## src/rtl/mem_bus_arbiter_if.sv

```systemverilog
// rtl/mem_bus_arbiter_if.sv - IF/MEM request ports and shared SRAM-like bus bundle

interface mem_bus_arbiter_if;
  // instruction-fetch port
  logic        inst_req;
  logic [31:0] inst_addr;
  logic [31:0] inst_rdata;
  logic        inst_data_ok;
  // data-access port
  logic        data_req;
  logic        data_wr;
  logic [1:0]  data_size;
  logic [31:0] data_addr;
  logic [31:0] data_wdata;
  logic [31:0] data_rdata;
  logic        data_data_ok;
  // shared external bus
  logic        bus_req;
  logic        bus_wr;
  logic [1:0]  bus_size;
  logic [31:0] bus_addr;
  logic [31:0] bus_wdata;
  logic        bus_addr_ok;
  logic        bus_data_ok;
  logic [31:0] bus_rdata;
  logic        busy;

  // arbiter view
  modport slave (
    input  inst_req, inst_addr,
    input  data_req, data_wr, data_size, data_addr, data_wdata,
    input  bus_addr_ok, bus_data_ok, bus_rdata,
    output inst_rdata, inst_data_ok, data_rdata, data_data_ok,
    output bus_req, bus_wr, bus_size, bus_addr, bus_wdata, busy
  );

  // requester / memory-model view
  modport master (
    output inst_req, inst_addr,
    output data_req, data_wr, data_size, data_addr, data_wdata,
    output bus_addr_ok, bus_data_ok, bus_rdata,
    input  inst_rdata, inst_data_ok, data_rdata, data_data_ok,
    input  bus_req, bus_wr, bus_size, bus_addr, bus_wdata, busy
  );
endinterface

```

## src/rtl/mem_bus_arbiter.sv

```systemverilog
// rtl/mem_bus_arbiter.sv - single-outstanding inst/data arbiter onto a split-handshake bus

module mem_bus_arbiter #(
  parameter int STARVE_LIMIT = 4
) (
  input logic           clk,
  input logic           rst,
  mem_bus_arbiter_if.slave mif
);

  typedef enum logic [1:0] {IDLE, ADDR, DATA} state_t;
  typedef enum logic {OWN_INST, OWN_DATA} owner_t;

  localparam logic [3:0] LIMIT = STARVE_LIMIT[3:0];

  state_t     state;
  owner_t     owner;
  logic [3:0] starve_cnt;
  logic       inst_elig;
  logic       data_elig;
  logic       grant_data;
  logic       grant_inst;

  assign mif.busy = (state != IDLE);

  // Eligibility masks the request still held during its own completion pulse;
  // data wins unless inst has already lost LIMIT times in a row.
  always_comb begin
    inst_elig  = mif.inst_req && !mif.inst_data_ok;
    data_elig  = mif.data_req && !mif.data_data_ok;
    grant_data = data_elig && (!inst_elig || (starve_cnt < LIMIT));
    grant_inst = inst_elig && !grant_data;
  end

  // Transaction FSM with registered bus and completion outputs.
  always_ff @(posedge clk or negedge rst) begin
    if (!rst) begin
      state            <= IDLE;
      owner            <= OWN_INST;
      starve_cnt       <= 4'd0;
      mif.bus_req      <= 1'b0;
      mif.bus_wr       <= 1'b0;
      mif.bus_size     <= 2'd0;
      mif.bus_addr     <= 32'd0;
      mif.bus_wdata    <= 32'd0;
      mif.inst_rdata   <= 32'd0;
      mif.inst_data_ok <= 1'b0;
      mif.data_rdata   <= 32'd0;
      mif.data_data_ok <= 1'b0;
    end else begin
      mif.inst_data_ok <= 1'b0;
      mif.data_data_ok <= 1'b0;
      case (state)
        IDLE: begin
          if (grant_data) begin
            owner         <= OWN_DATA;
            mif.bus_req   <= 1'b1;
            mif.bus_wr    <= mif.data_wr;
            mif.bus_size  <= mif.data_size;
            mif.bus_addr  <= mif.data_addr;
            mif.bus_wdata <= mif.data_wdata;
            state         <= ADDR;
            // grant_data with inst eligible implies starve_cnt < LIMIT, so no wrap
            if (inst_elig) begin
              starve_cnt <= starve_cnt + 4'd1;
            end
          end else if (grant_inst) begin
            owner         <= OWN_INST;
            mif.bus_req   <= 1'b1;
            mif.bus_wr    <= 1'b0;
            mif.bus_size  <= 2'd2;
            mif.bus_addr  <= mif.inst_addr;
            mif.bus_wdata <= 32'd0;
            state         <= ADDR;
            starve_cnt    <= 4'd0;
          end
        end
        ADDR: begin
          if (mif.bus_addr_ok) begin
            mif.bus_req <= 1'b0;
            state       <= DATA;
          end
        end
        DATA: begin
          if (mif.bus_data_ok) begin
            if (owner == OWN_INST) begin
              mif.inst_rdata   <= mif.bus_rdata;
              mif.inst_data_ok <= 1'b1;
            end else begin
              mif.data_rdata   <= mif.bus_rdata;
              mif.data_data_ok <= 1'b1;
            end
            state <= IDLE;
          end
        end
        default: state <= IDLE;
      endcase
    end
  end

endmodule
```

## src/flat_wrapper.sv

```systemverilog
// flat-port wrapper written by rule: the top's interface ports become plain ports
module mem_bus_arbiter_flat 
#(
  parameter int STARVE_LIMIT = 4
)
  (clk, rst, mif_inst_req, mif_inst_addr, mif_data_req, mif_data_wr, mif_data_size, mif_data_addr, mif_data_wdata, mif_bus_addr_ok, mif_bus_data_ok, mif_bus_rdata, mif_inst_rdata, mif_inst_data_ok, mif_data_rdata, mif_data_data_ok, mif_bus_req, mif_bus_wr, mif_bus_size, mif_bus_addr, mif_bus_wdata, mif_busy);
  mem_bus_arbiter_if mif_i ();
  input logic clk;
  input logic rst;
  input wire logic [$bits(mif_i.inst_req)-1:0] mif_inst_req;
  input wire logic [$bits(mif_i.inst_addr)-1:0] mif_inst_addr;
  input wire logic [$bits(mif_i.data_req)-1:0] mif_data_req;
  input wire logic [$bits(mif_i.data_wr)-1:0] mif_data_wr;
  input wire logic [$bits(mif_i.data_size)-1:0] mif_data_size;
  input wire logic [$bits(mif_i.data_addr)-1:0] mif_data_addr;
  input wire logic [$bits(mif_i.data_wdata)-1:0] mif_data_wdata;
  input wire logic [$bits(mif_i.bus_addr_ok)-1:0] mif_bus_addr_ok;
  input wire logic [$bits(mif_i.bus_data_ok)-1:0] mif_bus_data_ok;
  input wire logic [$bits(mif_i.bus_rdata)-1:0] mif_bus_rdata;
  output wire logic [$bits(mif_i.inst_rdata)-1:0] mif_inst_rdata;
  output wire logic [$bits(mif_i.inst_data_ok)-1:0] mif_inst_data_ok;
  output wire logic [$bits(mif_i.data_rdata)-1:0] mif_data_rdata;
  output wire logic [$bits(mif_i.data_data_ok)-1:0] mif_data_data_ok;
  output wire logic [$bits(mif_i.bus_req)-1:0] mif_bus_req;
  output wire logic [$bits(mif_i.bus_wr)-1:0] mif_bus_wr;
  output wire logic [$bits(mif_i.bus_size)-1:0] mif_bus_size;
  output wire logic [$bits(mif_i.bus_addr)-1:0] mif_bus_addr;
  output wire logic [$bits(mif_i.bus_wdata)-1:0] mif_bus_wdata;
  output wire logic [$bits(mif_i.busy)-1:0] mif_busy;
  assign mif_i.inst_req = mif_inst_req;
  assign mif_i.inst_addr = mif_inst_addr;
  assign mif_i.data_req = mif_data_req;
  assign mif_i.data_wr = mif_data_wr;
  assign mif_i.data_size = mif_data_size;
  assign mif_i.data_addr = mif_data_addr;
  assign mif_i.data_wdata = mif_data_wdata;
  assign mif_i.bus_addr_ok = mif_bus_addr_ok;
  assign mif_i.bus_data_ok = mif_bus_data_ok;
  assign mif_i.bus_rdata = mif_bus_rdata;
  assign mif_inst_rdata = mif_i.inst_rdata;
  assign mif_inst_data_ok = mif_i.inst_data_ok;
  assign mif_data_rdata = mif_i.data_rdata;
  assign mif_data_data_ok = mif_i.data_data_ok;
  assign mif_bus_req = mif_i.bus_req;
  assign mif_bus_wr = mif_i.bus_wr;
  assign mif_bus_size = mif_i.bus_size;
  assign mif_bus_addr = mif_i.bus_addr;
  assign mif_bus_wdata = mif_i.bus_wdata;
  assign mif_busy = mif_i.busy;
  mem_bus_arbiter #(.STARVE_LIMIT(STARVE_LIMIT)) u_core (.clk(clk), .rst(rst), .mif(mif_i));
endmodule
```

## config.mk

```make
export PLATFORM = sky130hd
export DESIGN_NAME = mem_bus_arbiter_flat
export DESIGN_NICKNAME = d
export VERILOG_FILES = /design/src/rtl/mem_bus_arbiter_if.sv /design/src/rtl/mem_bus_arbiter.sv /design/src/flat_wrapper.sv
export SDC_FILE = /design/constraint.sdc
export NUM_CORES = 1
export LEC_CHECK = 0
export BUFFER_PORTS_ARGS = -buffer_cell sky130_fd_sc_hd__buf_2
export CAP_MARGIN = 20
export CORE_MARGIN = 2
export CORE_UTILIZATION = 52
export CTS_BUF_LIST = sky130_fd_sc_hd__clkbuf_8
export DETAILED_ROUTE_END_ITERATION = 10
export GPL_ROUTABILITY_DRIVEN = 0
export PLACE_DENSITY = 0.88
export SETUP_SLACK_MARGIN = 0.3
export SYNTH_ARGS = -nofsm -noshare
export SYNTH_HDL_FRONTEND = slang
export SYNTH_SLANG_ARGS = --single-unit
```

## constraint.sdc

```tcl
create_clock -name clk -period 3.7 [get_ports clk]
set_clock_uncertainty 0.05 [all_clocks]
set_input_delay 0.37 -clock clk [delete_from_list [all_inputs] [get_ports clk]]
set_output_delay 0.37 -clock clk [all_outputs]
set_load 0.01 [all_outputs]
```

======== Yosys cells after proc, flatten, opt, wreduce, memory -nomap -nowiden ========
Cells that the tools add are included.
operators by class
  order comparisons ....................... 1
  equality and inequality tests ........... 6
  divide/modulo/power cells ............... 0
  $add $sub $neg .......................... 1
  multiply operators ...................... 0
  bitwise logic cells ..................... 1
  reduce and logical (&&, ||, !) cells .... 19
  mux-type cells .......................... 27
  shift operators ......................... 0
operator list
  kind                   number
  $mux W32               4
  $reduce_and A3 Y1      5
  $mux W1                12
  $mux W2                6
  $mux W4                3
  $pmux W2 S3            1
  $reduce_bool A2 Y1     3
  $add A4 B1 Y4 const B  1
  $logic_and A1 B1 Y1    4
  $logic_not A1 Y1       4
  $lt A4 B3 Y1 const B   1
  $ne A2 B2 Y1 const B   2
  $ne A3 B1 Y1 const B   1
  $eq A2 B1 Y1 const B   1
  $eq A2 B2 Y1 const B   1
  $logic_not A2 Y1       1
  $ne A2 B1 Y1 const B   1
  $pmux W1 S2            1
  $reduce_and A2 Y1      1
  $logic_or A1 B1 Y1     1
  $not A1 Y1             1
word-level totals
  bits in registers ....................... 141
  input port bits ......................... 137
  bits in read-only memories .............. 0
  word-level logic and storage cells ...... 67
  bits in latches ......................... 0
  memory bits (writable) .................. 0
  memories kept ........................... 0
  output and inout bits ................... 135

======== Longest topological paths before layout ========
Gate-level depths: netlist (run 1).
  depth after elaboration ................. 10
  gate-level depth with buffers ........... 6

======== Least setup slack after synthesis (run 1) ========
Ideal clock, no wire load.
  path kind ............................... reg-to-reg
  start point ............................. register u_core.state[0]
  end point ............................... register u_core.mif.inst_rdata[10]
  data required time ...................... 3525 ps
  cell stages (with the launch flop) ...... 6
  arrival ................................. 1310 ps
  slack ................................... 2215 ps
  path through ............................ dfrtp_1 -> nor2b_4 -> nand2_2 -> nor2_8 -> buf_12 -> mux2_4
on the way
  cells in the longest elaborated chain, start to end .. 2
RTL lines
  item                                line                      RTL
  start, declared                     mem_bus_arbiter.sv:16     state_t state;
  start signal, assigned              mem_bus_arbiter.sv:38     state <= IDLE;
  start signal, assigned              mem_bus_arbiter.sv:62     state <= ADDR;
  start signal, assigned              mem_bus_arbiter.sv:74     state <= ADDR;
  $eq A2 B2 Y1                        mem_bus_arbiter.sv:53     case (state)
  $reduce_and A3 Y1 (no source line)  --
  end signal, assigned                mem_bus_arbiter.sv:87     mif.inst_rdata <= mif.bus_rdata;
  end, declared                       mem_bus_arbiter_if.sv:33  output inst_rdata, inst_data_ok, data_rdata, data_data_ok,
No other way between the ends.
A chain may end at the register's enable or synchronous reset.

======== Worst setup path in the final report (run 1) ========
  start point ............................. register u_core.mif.inst_data_ok
  end point ............................... register u_core.mif.bus_wdata[6]
on the way
  cells in the longest elaborated chain, start to end .. 9
  elaborated cells on any way between the ends .. 10
  those cells by class .................... mux (1); reduce/logical (9)
RTL lines
  item                                 line                      RTL
  start, declared                      mem_bus_arbiter_if.sv:33
  start signal, assigned               mem_bus_arbiter.sv:47     mif.inst_data_ok <= 1'b0;
  start signal, assigned               mem_bus_arbiter.sv:51     mif.inst_data_ok <= 1'b0;
  start signal, assigned               mem_bus_arbiter.sv:88     mif.inst_data_ok <= 1'b1;
  $logic_not A1 Y1 *                   mem_bus_arbiter.sv:29     inst_elig = mif.inst_req && !mif.inst_data_ok;
  $logic_and A1 B1 Y1 *                mem_bus_arbiter.sv:29
  $logic_not A1 Y1                     mem_bus_arbiter.sv:31     grant_data = data_elig && (!inst_elig || (starve_cnt < LIMIT));
  $logic_or A1 B1 Y1                   mem_bus_arbiter.sv:31
  $logic_and A1 B1 Y1                  mem_bus_arbiter.sv:31
  $logic_not A1 Y1                     mem_bus_arbiter.sv:32     grant_inst = inst_elig && !grant_data;
  $logic_and A1 B1 Y1                  mem_bus_arbiter.sv:32
  $reduce_bool A2 Y1 (no source line)  --
  $reduce_and A2 Y1 (no source line)   --
  end signal, assigned                 mem_bus_arbiter.sv:61     mif.bus_wdata <= mif.data_wdata;
  end, declared                        mem_bus_arbiter_if.sv:34  output bus_req, bus_wr, bus_size, bus_addr, bus_wdata, busy
Every way passes the cells marked *; elsewhere a longest branch is shown, timed or not.

==> impl_metrics.toml, run 1 <==
[run_status]
status = "complete, no violations"

[routing]
viasPerCell = 5.20
drt-total-wl_mm = 14.8
first_pass_iters = 4
vias = 4433
wire_per_inst_um = 17.3
ant_nets = 0
drt_iter0_drc = 271
drcViolationCount = 0

[grt]
grtUsageTotal = 0.238
grt_overflow = 0
antenna_found_initial = 0
grt_pass1_wl_mm = 21.5
grt_pass1_vias = 4350
grt_max_degree = 117

[power]
power.total_mw = 6.72
ir_worst_vdd_mv = 0.528
pwr_density_cell_nw_per_um2 = 884
p_leak_nw = 4.06

[place]
dp_cells = 817
port_buffers = 271
hpwl_mm = 10.4
dpl_cell_area_sq_um = 7150

[setup_path]
crit_end = "u_core.mif.bus_wdata[6]$_DFFE_PN0P_"
critPathCaptureType = "flop"
worst_setup_path_start_kind = "flop"
crit_arrival_ns = 2.49
r2r_start = "u_core.mif.inst_data_ok$_DFF_PN0_"
ff2ff_setup_slack_ns = 1.47
setup.worst_path.start = "u_core.mif.inst_data_ok$_DFF_PN0_"
worstPathMaxFanout = 35
required_ns = 3.96
path_class = "flop to flop"
reg2regPathDepth = 4
r2r_end = "u_core.mif.bus_wdata[6]$_DFFE_PN0P_"

[run]
drv_cap = 0

[logic_synthesis]
synth-adder-area-share = 0.00215
synth.distinct_cells = 31
synth_ff_type = "dfrtp_1"
async_flop_share = 1.00
yosys_warnings = 0
synth_compound_area_frac = 0.121
synth_xor_area_frac = 0
synth.avg_cell_area_sq_um = 13.5
ys_ff_latch = 141
synthCells = 430
synth_nets = 568
synth-simple-area-share = 0.0670
synth_top_family_by_area = "multiplexers"
ys_seq_area_frac = 0.607
synth.area.mux_share = 0.163
synth_area_sq_um = 5810
synth-edff-count = 0

[final_layout]
multiInputGateArea_sq_um = 2060
layout-drive-gt1-share = 0.532
final-instance-count-excl-fill = 853
syn2layout_area_growth_pct = 30.8
seqCellArea_sq_um = 3530
fin_area_sq_um = 7600
num-nets-final = 838
fillers = 745
antenna_cells = 0

[timing]
finalSetupViolations = 0
worstMarginPinSlew_ns = 1.02
relSlewSlack = 0.319
hold_viol = 0
clock.fmax_mhz = 448
finalCritPeriodShare = 0.603
setup_tns_ns = 0
layout_min_cycle_time_ns = 2.23
rsz0062_at_grt = "false"
maxSlewViolCount = 0

[clocking]
cts_root_buf = "clkbuf_8"
cts_tree = "yes"
insertion_delay_ns = 0.42
cts_resized = 0
clk_path_buf_depth = 2
htree_levels = 4
cts_buffers = 17
cts.sinks = 141
clk_pin_slew_ns = 0.08

[floorplan]
start_util = 0.533
die_width_um = 110
fp.dieH_um = 110
core-area_sq_um = 10900
ioPinCount = 272
placementRows = 38
dieArea_sq_um = 12000

[hold_path]
hp-class = "input pin to flop"
flip-flops by register name (all words and copies together), names as in the netlist, 2 cells and up:
| register | cells |
|---|---|
| u_core.state | 2 |
| u_core.mif.data_rdata | 32 |
| u_core.mif.bus_wdata | 32 |
| u_core.starve_cnt | 4 |
| u_core.mif.bus_addr | 32 |
| u_core.mif.bus_size | 2 |
| u_core.mif.inst_rdata | 32 |
cells in the final DEF, fill, tap and decap left out, types with 2 or more instances in the layout:
master	Yosys	routed
clkinv_2	0	2
nand2b_1	2	2
buf_4	6	2
o21ai_0	3	3
nand2_1	35	35
o21a_1	2	2
inv_6	0	2
a22o_1	34	34
nor3_1	2	2
inv_1	4	6
dfrtp_1	141	141
o21ai_4	2	2
clkbuf_8	0	18
buf_16	0	2
mux2_4	58	58
buf_2	14	270
nor2_1	35	35
clkinv_4	0	2
clkinvlp_4	0	5
mux2_2	6	6
a21oi_1	66	66
report_power, final:
group	internal [mW]	leakage, nW	switching (mW)
clock	0.547	0.180	0.589
combinational	1.41	2.14	1.43
sequential	2.29	1.73	0.458
Yosys cell counts (2+ instances only):
cell type	n	area (sq um)
inv_1	4	15.0
o21ai_0	3	15.0
a22o_1	34	298
o21ai_4	2	32.5
buf_4	6	45.0
buf_6	3	33.8
dfrtp_1	141	3530
nand2b_1	2	12.5
nor3_1	2	10.0
nor2_1	35	131
buf_12	3	60.1
o21a_1	2	15.0
mux2_4	58	871
a21oi_1	66	330
buf_2	14	70.1
nand2_1	35	131
mux2_2	6	67.6
stage by stage:
step	setup WS [ns]	util	hold slack [ns]
floorplan	2.21	-	0.0244
global placement	1.51	0.657	0.411
detailed placement	1.39	0.657	0.426
CTS	1.44	0.691	0.0671
global route	1.33	0.698	0.0780
finish	1.47	0.698	0.108
layout make-up:
cell class | count | share of cell area
clock buffer | 18 | 0.0326
multi-input combinational | 259 | 0.270
timing repair buffer | 277 | 0.192
sequential | 141 | 0.464
clock inverter | 14 | 0.0158
tap | 140 | 0.0230
inverter | 4 | 0.00198
worst max-delay path, stage by stage (launching register included):
cell and delay [ns]:
dfrtp_1 0.40, nand2b_1 0.23, o21ai_4 0.79, nor2_4 0.34
a22o_1 0.29
worst min-delay path by stage:
stage	end	cells past startpoint	start
after global placement	u_core.mif.bus_req$_DFFE_PN0P_	2	u_core.mif.bus_req$_DFFE_PN0P_
after global routing	u_core.mif.bus_wdata[7]$_DFFE_PN0P_	2	mif_data_wdata[7]
after floorplan	u_core.mif.bus_addr[0]$_DFFE_PN0P_	0	rst
final	u_core.mif.bus_wdata[21]$_DFFE_PN0P_	2	mif_data_wdata[21]
after CTS	u_core.mif.data_rdata[3]$_DFFE_PN0P_	1	rst
after detailed placement	u_core.starve_cnt[0]$_DFFE_PN0P_	1	u_core.starve_cnt[0]$_DFFE_PN0P_
what timing repair did:
action	CTS	global route
endpoints found under the hold margin	0	54
hold buffers	0	1
buffers inserted	0	0
per-layer routing:
layer / global-route usage / part of all wire / vias to the layer above
met2: 0.422 / 0.53 / 189
met4: 0.0995 / 0.019 / 0
met3: 0.0593 / 0.063 / 23
li1: - / - / 2036
met5: 0 / 0 / -
met1: 0.275 / 0.39 / 2185
kinds of logic after synthesis:
family | Yosys count
adders and majority gates | 1
muxes | 65
AOI/OAI and AO/OA | 109
DFF | 141
buffers and inverters | 30
and+or+nand+nor | 84
Note: power is estimated with default switching activity, not from simulation.
==> run 2, diff against run 1 <==
--- a/config.mk
+++ b/config.mk
@@ -5,14 +5,15 @@
 export SDC_FILE = /design/constraint.sdc
 export NUM_CORES = 1
 export LEC_CHECK = 0
+export ABC_AREA = 1
 export BUFFER_PORTS_ARGS = -buffer_cell sky130_fd_sc_hd__buf_2
 export CAP_MARGIN = 20
 export CORE_MARGIN = 2
-export CORE_UTILIZATION = 52
+export CORE_UTILIZATION = 44
 export CTS_BUF_LIST = sky130_fd_sc_hd__clkbuf_8
 export DETAILED_ROUTE_END_ITERATION = 10
 export GPL_ROUTABILITY_DRIVEN = 0
-export PLACE_DENSITY = 0.88
+export PLACE_DENSITY = 0.79
 export SETUP_SLACK_MARGIN = 0.3
 export SYNTH_ARGS = -nofsm -noshare
 export SYNTH_HDL_FRONTEND = slang
==> constraint.sdc (replaced) <==
create_clock -name clk -period 1.9 [get_ports clk]
set_clock_uncertainty 0.05 [all_clocks]
set_input_delay 0.19 -clock clk [delete_from_list [all_inputs] [get_ports clk]]
set_output_delay 0.19 -clock clk [all_outputs]
set_load 0.01 [all_outputs]
==> impl_metrics.toml, run 2 <==
[run_status]
status = "complete, no violations"

[grt]
antenna_found_initial = 0
grt.busiest_layer = "met2"
grt_max_degree = 70
use_met2 = 0.433
grt_pass1_wl_mm = 28.6
grt_overflow = 0
grt_pass1_vias = 6062
grt_use_met3 = 0.0606
grtUsageTotal = 0.248
grt_use_met1 = 0.285

[logic_synthesis]
post-synth-top-count-cell = "nand2_1"
yosys_warnings = 0
synth.avg_cell_area_sq_um = 8.45
yosys-top-cells-area = "dfrtp_1, nand2_1, nand3_1, inv_1, o21ai_0"
ys_seq_area_frac = 0.583
synthCells = 716
synth_ff_type = "dfrtp_1"
synth-edff-count = 0
async_flop_share = 1.00
synth.distinct_cells = 19
synth_common_cells = "nand2_1, dfrtp_1, inv_1"
yosysTopAreaCellShare = 0.583
yosysTopAreaCell = "dfrtp_1"
ys_ff_latch = 141
synth_nets = 854
synth_area_sq_um = 6050

[clocking]
cts_buffers = 17
cts_root_buf = "clkbuf_8"
insertion_delay_ns = 0.44
cts_tree = "yes"
clk_path_buf_depth = 2
clk_pin_slew_ns = 0.08
cts.sinks = 141
htree_levels = 4

[routing]
viasPerCell = 4.81
wire_per_inst_um = 14.7
drcViolationCount = 0
ant_nets = 0
drt-total-wl_mm = 18.8
drt_iter0_drc = 374
first_pass_iters = 5
vias = 6172

[hold_path]
hold_depth = 5
hp-class = "input pin to flop"

[timing]
layout_min_cycle_time_ns = 1.53
rsz0062_at_grt = "false"
worstMarginPinSlew_ns = 0.434
finalSetupViolations = 0
maxSlewViolCount = 0
setup_tns_ns = 0
hold_viol = 0
finalCritPeriodShare = 0.807
clock.fmax_mhz = 652
relSlewSlack = 0.711

[setup_path]
path_buf_inv = 4
critPathCaptureType = "flop"
required_ns = 2.17
worst_setup_path_start_kind = "flop"
reg2regPathDepth = 9
critPathTopFamily = "buffers and inverters"
cpMostUsedCell = "nand2_1"
path_cells = "inv_1, nand2_1, inv_4, nand2_1, nand2_4, inv_8, clkbuf_16, nand2_1, nand2_1"
crit_arrival_ns = 1.81
worstPathMaxFanout = 26
cp_slowest_stage_delay_ns = 0.38
critPathSlowestCell = "dfrtp_1"
path_class = "flop to flop"
cp.depth = 9

[run]
drv_cap = 0

[final_layout]
fin_area_sq_um = 9250
syn2layout_area_growth_pct = 52.9
antenna_cells = 0
layout_commonest_cell = "buf_2"
final_cell_mix = "buf_2, nand2_1, dfrtp_1"
final_core_util = 0.693
num-nets-final = 1232
layout-drive-gt1-share = 0.306

[floorplan]
placementRows = 42
dieArea_sq_um = 14700
die_width_um = 121
start_util = 0.453
ioPinCount = 272
core-area_sq_um = 13300
fp.dieH_um = 121

[place]
port_buffers = 271
dpl_cell_area_sq_um = 7600
hpwl_mm = 11.3

[power]
ir_worst_vdd_mv = 0.745
pwr_density_cell_nw_per_um2 = 1430
p_leak_nw = 5.40
[run 2: worst paths after layout]
kind | start | endpoint | slack [ns]
setup / recovery | u_core.mif.data_data_ok$_DFF_PN0_ | u_core.mif.bus_addr[18]$_DFFE_PN0P_ | 0.37
hold / removal | mif_data_addr[12] | u_core.mif.bus_addr[12]$_DFFE_PN0P_ | 0.03
setup reg to reg | u_core.mif.data_data_ok$_DFF_PN0_ | u_core.mif.bus_addr[18]$_DFFE_PN0P_ | 0.37
hold reg to reg | u_core.mif.bus_addr[2]$_DFFE_PN0P_ | u_core.mif.bus_addr[2]$_DFFE_PN0P_ | 0.43
max in group asynchronous | rst | u_core.mif.data_rdata[9]$_DFFE_PN0P_ | 1.02
min in group asynchronous | rst | u_core.mif.bus_addr[0]$_DFFE_PN0P_ | 0.20
[run 2: layer usage]
layer / routed length [um] / part of all wire
met5: 0 / 0
met4: 730 / 0.039
met3: 1280 / 0.068
met2: 9470 / 0.50
met1: 7360 / 0.39
[run 2: cell families after synthesis]
logic type | count (synthesis) | share of synthesized area
adders and majority gates | 1 | 0.00207
AOI/OAI and AO/OA | 71 | 0.0591
DFF | 141 | 0.583
buffers and inverters | 151 | 0.111
and+or+nand+nor | 352 | 0.245
[run 2: worst register-to-register path: stages, from the launching register on]
cell and delay, ns:
dfrtp_1 0.38, inv_1 0.06, nand2_1 0.08, inv_4 0.12, nand2_1 0.10, nand2_4 0.15
inv_8 0.10, clkbuf_16 0.22, nand2_1 0.10, nand2_1 0.06
[run 2: area by class of cell]
type / instances / area (sq um)
clock inverters: 15 / 221
repair buffers: 399 / 2740
flip-flops and latches: 141 / 3530
clock buffers: 17 / 234
inverters: 111 / 429
multi-input cells: 424 / 1890
fillers: 1000 / 4090
well taps: 176 / 220
[run 2: timing repair]
item | CTS | global route
pin swaps | 0 | 3
hold endpoints to repair | 229 | 0
hold buffers | 103 | 0
buffers inserted | 0 | 8
gates cloned | 0 | 2
setup endpoints to repair | 17 | 120
resized for setup | 1 | 10
[run 2: metrics by stage]
stage | std cells | hold slack, ns | setup WS [ns] | total power [mW]
6_report | 1283 | 0.0275 | 0.367 | 13.2
5_1_grt | 1283 | 0.0320 | 0.293 | 14.1
4_1_cts | 1273 | 0.000483 | 0.251 | 12.9
3_5_place_dp | 1138 | 0.0957 | 0.296 | 9.98
3_3_place_gp | 1138 | 0.0960 | 0.354 | 9.81
2_1_floorplan | 716 | -0.156 | 0.561 | 7.87
[run 2: power breakdown]
group / total, mW / internal [mW] / leakage [nW] / switching (mW)
registers: 5.03 / 4.30 / 1.79 / 0.733
logic: 5.47 / 2.22 / 3.39 / 3.25
clock network: 2.74 / 1.56 / 0.229 / 1.17
total: 13.2 / 8.09 / 5.40 / 5.15
